===== config.mk =====
export PLATFORM = sky130hd
export DESIGN_NAME = uart_rx_os16
export DESIGN_NICKNAME = d
export VERILOG_FILES = /design/src/rtl/uart_rx_os16.sv
export SDC_FILE = /design/constraint.sdc
export NUM_CORES = 1
export LEC_CHECK = 0
export ABC_AREA = 1
export BUFFER_PORTS_ARGS = -buffer_cell sky130_fd_sc_hd__buf_4
export CORE_MARGIN = 2
export CORE_UTILIZATION = 55
export DETAILED_ROUTE_END_ITERATION = 10
export GPL_ROUTABILITY_DRIVEN = 0
export PLACE_DENSITY = 0.73
export SETUP_SLACK_MARGIN = 0.2
export SYNTH_ARGS = -nofsm -noshare
export SYNTH_HDL_FRONTEND = slang
export SYNTH_SLANG_ARGS = --single-unit
export TNS_END_PERCENT = 100

===== constraint.sdc =====
create_clock -name clk -period 1.9 [get_ports clk]
set_input_delay 0.19 -clock clk [delete_from_list [all_inputs] [get_ports clk]]
set_output_delay 0.19 -clock clk [all_outputs]
set_load 0.02 [all_outputs]

===== src/rtl/uart_rx_os16.sv =====
// uart_rx_os16: 8N1 UART receiver with 16x oversampling and a 2-of-3 majority vote.
// A 2-flop synchronizer feeds a tick divider that is re-phased on each start
// edge. The FSM walks START/DATA/STOP one sample tick at a time and produces a
// registered byte, a one-cycle valid strobe, a held status level and a
// framing-error flag.
module uart_rx_os16 #(
    parameter int unsigned CLK_DIV = 651
) (
    input  logic       clk,
    input  logic       reset,
    input  logic       uart_rx,
    output logic [7:0] rx_data,
    output logic       rx_valid,
    output logic       rx_status,
    output logic       rx_busy,
    output logic       frame_err
);

    localparam logic [2:0] ST_IDLE      = 3'd0;
    localparam logic [2:0] ST_START     = 3'd1;
    localparam logic [2:0] ST_DATA      = 3'd2;
    localparam logic [2:0] ST_STOP      = 3'd3;
    localparam logic [2:0] ST_WAIT_HIGH = 3'd4;

    localparam logic [15:0] DIV_LAST = 16'(CLK_DIV - 1);

    logic        syncMeta_q;
    logic        rxSync_q;

    logic [15:0] divCnt_q,    divCnt_d;
    logic [2:0]  state_q,     state_d;
    logic [3:0]  sampleIdx_q, sampleIdx_d;
    logic [2:0]  bitCnt_q,    bitCnt_d;
    logic        vote7_q,     vote7_d;
    logic        vote8_q,     vote8_d;
    logic [7:0]  shift_q,     shift_d;
    logic [7:0]  rxData_q,    rxData_d;
    logic        rxValid_q,   rxValid_d;
    logic        rxStatus_q,  rxStatus_d;
    logic        frameErr_q,  frameErr_d;

    logic        tick;
    logic        vote;

    assign tick = (divCnt_q == DIV_LAST);

    // The third sample is taken live on the s=9 tick, so the vote uses rxSync_q directly.
    assign vote = (vote7_q & vote8_q) | (vote7_q & rxSync_q) | (vote8_q & rxSync_q);

    // Two-flop synchronizer for the asynchronous line; idles high out of reset.
    always_ff @(posedge clk or posedge reset) begin
        if (reset) begin
            syncMeta_q <= 1'b1;
            rxSync_q   <= 1'b1;
        end else begin
            syncMeta_q <= uart_rx;
            rxSync_q   <= syncMeta_q;
        end
    end

    // Next-state logic: divider, sample/bit counters, voting and frame decisions.
    always_comb begin
        divCnt_d    = tick ? 16'd0 : divCnt_q + 16'd1;
        state_d     = state_q;
        sampleIdx_d = sampleIdx_q;
        bitCnt_d    = bitCnt_q;
        vote7_d     = vote7_q;
        vote8_d     = vote8_q;
        shift_d     = shift_q;
        rxData_d    = rxData_q;
        rxValid_d   = 1'b0;
        rxStatus_d  = rxStatus_q;
        frameErr_d  = frameErr_q;

        case (state_q)
            ST_IDLE: begin
                if (!rxSync_q) begin
                    state_d     = ST_START;
                    sampleIdx_d = 4'd0;
                    divCnt_d    = 16'd0;
                end
            end
            ST_START, ST_DATA, ST_STOP: begin
                if (tick) begin
                    sampleIdx_d = sampleIdx_q + 4'd1;
                    if (sampleIdx_q == 4'd7) begin
                        vote7_d = rxSync_q;
                    end
                    if (sampleIdx_q == 4'd8) begin
                        vote8_d = rxSync_q;
                    end
                    if (sampleIdx_q == 4'd9) begin
                        case (state_q)
                            ST_START: begin
                                if (vote) begin
                                    state_d = ST_IDLE;
                                end else begin
                                    rxStatus_d = 1'b0;
                                    frameErr_d = 1'b0;
                                end
                            end
                            ST_DATA: begin
                                shift_d = {vote, shift_q[7:1]};
                            end
                            default: begin
                                if (vote) begin
                                    rxData_d   = shift_q;
                                    rxValid_d  = 1'b1;
                                    rxStatus_d = 1'b1;
                                    state_d    = ST_IDLE;
                                end else begin
                                    frameErr_d = 1'b1;
                                    state_d    = ST_WAIT_HIGH;
                                end
                            end
                        endcase
                    end
                    if (sampleIdx_q == 4'd15) begin
                        if (state_q == ST_START) begin
                            state_d  = ST_DATA;
                            bitCnt_d = 3'd0;
                        end else if (state_q == ST_DATA) begin
                            if (bitCnt_q == 3'd7) begin
                                state_d = ST_STOP;
                            end else begin
                                bitCnt_d = bitCnt_q + 3'd1;
                            end
                        end
                    end
                end
            end
            ST_WAIT_HIGH: begin
                if (rxSync_q) begin
                    state_d = ST_IDLE;
                end
            end
            default: begin
                state_d = ST_IDLE;
            end
        endcase
    end

    // State and output registers; reset discards any frame in progress.
    always_ff @(posedge clk or posedge reset) begin
        if (reset) begin
            divCnt_q    <= 16'd0;
            state_q     <= ST_IDLE;
            sampleIdx_q <= 4'd0;
            bitCnt_q    <= 3'd0;
            vote7_q     <= 1'b1;
            vote8_q     <= 1'b1;
            shift_q     <= 8'h00;
            rxData_q    <= 8'h00;
            rxValid_q   <= 1'b0;
            rxStatus_q  <= 1'b0;
            frameErr_q  <= 1'b0;
        end else begin
            divCnt_q    <= divCnt_d;
            state_q     <= state_d;
            sampleIdx_q <= sampleIdx_d;
            bitCnt_q    <= bitCnt_d;
            vote7_q     <= vote7_d;
            vote8_q     <= vote8_d;
            shift_q     <= shift_d;
            rxData_q    <= rxData_d;
            rxValid_q   <= rxValid_d;
            rxStatus_q  <= rxStatus_d;
            frameErr_q  <= frameErr_d;
        end
    end

    assign rx_data   = rxData_q;
    assign rx_valid  = rxValid_q;
    assign rx_status = rxStatus_q;
    assign frame_err = frameErr_q;
    assign rx_busy   = (state_q == ST_START) || (state_q == ST_DATA) || (state_q == ST_STOP);

endmodule


# After elaboration in Yosys (flattened, before gate mapping)
# Cells that the tools add are included.
# totals
reg_bits	49
input_bits	3
output_inout_bits	12
word_cells	87
# op_classes
add_sub_neg	3
eq_ne	15
mux	31
bitwise_logic	8
n_reduce_logical	17
# ops
operator	n
$mux 16	3
$mux 3	13
$add 16x1->16 const B	1
$eq 16x10->1 const B	1
$reduce_and 5->1	3
$eq 4x4->1 const B	3
$reduce_and 3->1	4
$ne 2x2->1 const B	5
$pmux 3 s3	1
$mux 1	8
$mux 4	2
$pmux 4 s2	1
$eq 3x2->1 const B	2
$eq 3x3->1 const B	2
$pmux 3 s2	1
$reduce_and 6->1	1
$reduce_bool 2->1	3
$add 4x1->4 const B	1
$eq 4x3->1 const B	1
$pmux 1 s2	2
$reduce_and 4->1	1
$add 3x1->3 const B	1
$and 1x1->1	3
$eq 3x1->1 const B	1
other kinds (6)	10

# Logic depth before layout (Yosys ltp)
# depth
word_depth	12
mapped_depth	10
ltp_nobuf	10

# Worst setup path after synthesis
# No wires, ideal clock.
# synth_path
path_type	register to register
start	reg divCnt_q[0]
end	reg shift_q[1]
setup_time_ns	0.117
arrival_ns	1.353
t_required_ns	1.783
path_slack_ns	0.431
path_stages_with_launch	11
n_path_buf	1
period_less_slack_ns	1.469
path_cell_list	dfrtp_1 inv_1 ha_1 nand3_1 nor2_4 nand2_4 clkinv_2 nand3_4 buf_6 nand2_2 o21ai_2
# synth_via
elab_chain_len	2
# synth_lines
item	line_no	rtl
start: declaration	30	logic [15:0] divCnt_q, divCnt_d;
start signal: assignment	158	divCnt_q <= divCnt_d;
$eq 16x10->1	45	assign tick = (divCnt_q == DIV_LAST);
$reduce_and 4->1 (no line)	-	
end signal: assignment	164	shift_q <= shift_d;
end: declaration	36	logic [7:0] shift_q, shift_d;
# No other way between the ends.
# A chain may end at the register's enable or synchronous reset.

# Worst setup path after layout
# layout_path
start	reg sampleIdx_q[1]
end	reg frameErr_q (netlist: frame_err)
# layout_via
elab_chain_len	2
# layout_lines
item	line_no	rtl
start: declaration	32	logic [3:0] sampleIdx_q, sampleIdx_d;
start signal: assignment	160	sampleIdx_q <= sampleIdx_d;
$eq 4x4->1	92	if (sampleIdx_q == 4'd9) begin
$reduce_and 5->1 (no line)	-	
end signal: assignment	168	frameErr_q <= frameErr_d;
end: declaration	40	logic frameErr_q, frameErr_d;
# No other way between the ends.

==> results.cfg <==
[min_path]
hold_path_class = input pin to asynchronous set/reset pin

[floorplanning]
fp-row-count = 25
die_h_um = 73.7
start_util_pct = 56.9
dieWidth_um = 73.7
io_pins = 15
dieArea_um2 = 5430
coreArea_um2 = 4690

[routing]
drt_wl_total_um = 5040
wl_per_cell_um = 12.1
vias = 2170
ant_nets = 0
vias_per_cell = 5.20
dr.pass1.iters = 4
drc = 0
drt_iter0_drc = 145

[timing]
min_period_ps = 1640
slew_headroom_pct = 59.7
rsz0062_at_grt = yes
skew_ps = 9.53
fmax_mhz = 611
fin_ws_ps = 264
setup_viol = 0
worst_pin_slew_ps = 605
setup_tns_ps = 0
final-hold-violation-count = 0
period_share_pct = 86.1
slew_viol_final = 0

[clock_network]
worst_skew_pair.late_latency_ps = 310
htreeDepth = 2
path_clk_slew_ps = 100
cts_num_sinks = 49
tritoncts = yes
cts_root_buf = clkbuf_8
cts_buffer_depth = 2
numCtsBuffers = 5

[logic_synthesis]
yosysWarnings = 0
synth_most_common_cell = nand2_1
synth_cell_types = 32
yosys_register_bits = 49
yosys.area.top_type = dfrtp_1
netlist_top_cells_count = nand2_1 (86), dfrtp_1 (45), inv_1 (44)
synth_area_per_cell_um2 = 8.05
synth_edf_count = 0
syn-num-nets = 342
synth_area_leaders = dfrtp_1 (42%), nand2_1 (12%), inv_1 (6.2%)
syn_area_um2 = 2670
synth_top_area_share_pct = 42.2
async_flop_share_pct = 100
syn_inst = 332
yosysSeqAreaShare_pct = 46.1
synth_ff_type = dfrtp_1

[global_route]
grt_pass1_wl_um = 8560
overflow = 0
grt_pass1_vias = 1896
grt_start_max_net_pins = 50
antenna_found_initial = 0
grt_usage_pct = 20.4

[pwr]
share_comb_of_total_power_pct = 1.7
seqPwrFrac_pct = 60.2
p_per_area_nw_per_um2 = 573
ir_drop_v = 0.000531
p_int_mw = 1.33
clkPwrFrac_pct = 38.2
p_switching_mw = 0.411
leakagePower_nw = 1.51
switching_share_pct = 23.6

[setup_path]
critPathMaxFanout = 7
cp-end-kind = flip-flop
startpoint_type = flip-flop
worstPathArrival_ps = 1840
crit_required_ps = 2110
worstSetupPathType = flip-flop to flip-flop

[placement]
port_buffers = 14
dpl_worst_slack_ps = 239
dpl.hpwl_um = 3570

[finish]
syn_to_final_growth_pct = 13.8
final_nets = 372
drive_above_1_share_pct = 20.9
n_antenna_cell = 0
fillers = 411

[flow_run]
cap_violations = 0

[status]
status = finished clean
## registers in the layout, summed over array words and instances, names as in the netlist
| register | flops |
|---|---|
| bitCnt_q | 3 |
| divCnt_q | 16 |
| frame_err | 1 |
| rxSync_q | 1 |
| rx_data | 8 |
| rx_status | 1 |
| rx_valid | 1 |
| sampleIdx_q | 4 |
| shift_q | 8 |
| state_q | 3 |
| syncMeta_q | 1 |
| vote7_q | 1 |
| vote8_q | 1 |
## metrics by stage
stage	total power, mW	util (%)	cell area [µm²]	std cells	hold slack [ps]
finish	1.74	64.8	3040	417	33.3
global route	1.81	64.8	3040	417	79.2
CTS	1.77	62.7	2940	409	50.1
detailed placement	1.10	60.5	2840	400	300
global placement	1.10	60.5	2840	400	302
floorplan	1.09	-	2670	332	194
## metal layers
metal / vias up / share of wire, % / global-route usage [%]
li1: 1118 / - / -
met1: 1006 / 51 / 30.9
met2: 39 / 44 / 29.6
met3: 7 / 3.9 / 4.12
met4: 0 / 1.3 / 6.06
met5: - / 0 / 0
## worst paths after layout
kind | endpoint | depth (start not counted) | from | slack (ps)
max | frame_err | 9 | sampleIdx_q[1] | 260
min | rx_data[4] | 3 | reset | 30
max reg2reg | frame_err | 9 | sampleIdx_q[1] | 260
min reg2reg | rxSync_q | 0 | syncMeta_q | 360
max in group asynchronous | sampleIdx_q[3] | 3 | reset | 1460
min in group clk | rxSync_q | 0 | syncMeta_q | 360
## area by class of cell
cell class              instances  area [µm²]  area share [%]
repair buffers                 24         183            6.01
flip-flops and latches         49        1230            40.5
inverters                      48         183            6.01
clock buffers                   5        68.8            2.26
well taps                      54        67.6            2.22
clock inverters                 3        28.8           0.947
multi-input cells             234        1280            42.1
## cells by family (layout without fill, tap and decap cells)
| logic type | Yosys count | in the layout | share of synthesized area [%] |
|---|---|---|---|
| AND/OR/NAND/NOR | 190 | 191 | 34.3 |
| buffers and inverters | 50 | 80 | 7.63 |
| flip-flops | 49 | 49 | 46.1 |
| AO/OA/AOI/OAI | 33 | 33 | 7.68 |
| adder cells (fa/ha/maj) | 7 | 7 | 3.28 |
| XOR/XNOR | 3 | 3 | 0.984 |
## worst max-delay path, stage by stage, from the launching register on
cell,delay (ps)
dfrtp_1,420
inv_1,90
ha_1,190
nand3_4,150
inv_1,240
nand3_1,110
nor2_1,160
nand2_1,60
o21ai_0,70
inv_1,50
## placed cells by master, fill, tap and decap left out, types with 3 or more instances in the layout
cell type | netlist | layout
xor2_1 | 3 | 3
nand4_1 | 4 | 4
o21ai_0 | 11 | 11
ha_1 | 7 | 7
nor2_4 | 3 | 6
buf_4 | 0 | 23
nand3_4 | 3 | 4
inv_1 | 44 | 42
clkbuf_8 | 0 | 5
o21ai_1 | 6 | 6
inv_2 | 3 | 5
nor3_1 | 8 | 8
o21ai_2 | 8 | 8
dfstp_2 | 4 | 4
nand3_2 | 3 | 3
nand2_1 | 86 | 84
nand3_1 | 26 | 26
nor2_2 | 5 | 4
nand2_2 | 3 | 5
a21oi_1 | 3 | 3
dfrtp_1 | 45 | 45
nor2_1 | 42 | 40
## power groups by stage
| stage | Clock [mW] | Sequential (mW) | Combinational [mW] |
|---|---|---|---|
| after global placement | 0 | 1.07 | 0.0290 |
| after CTS | 0.689 | 1.05 | 0.0304 |
| after global routing | 0.723 | 1.05 | 0.0341 |
| final | 0.664 | 1.05 | 0.0290 |
| after detailed placement | 0 | 1.07 | 0.0290 |
| after floorplan | 0 | 1.07 | 0.0173 |
## what timing repair did
action,4_1_cts,5_1_grt
hold buffers,1,0
resized for setup,0,10
hold endpoints to repair,1,0
setup endpoints to repair,0,27
buffers inserted,0,7
(Power assumes the default switching activity.)
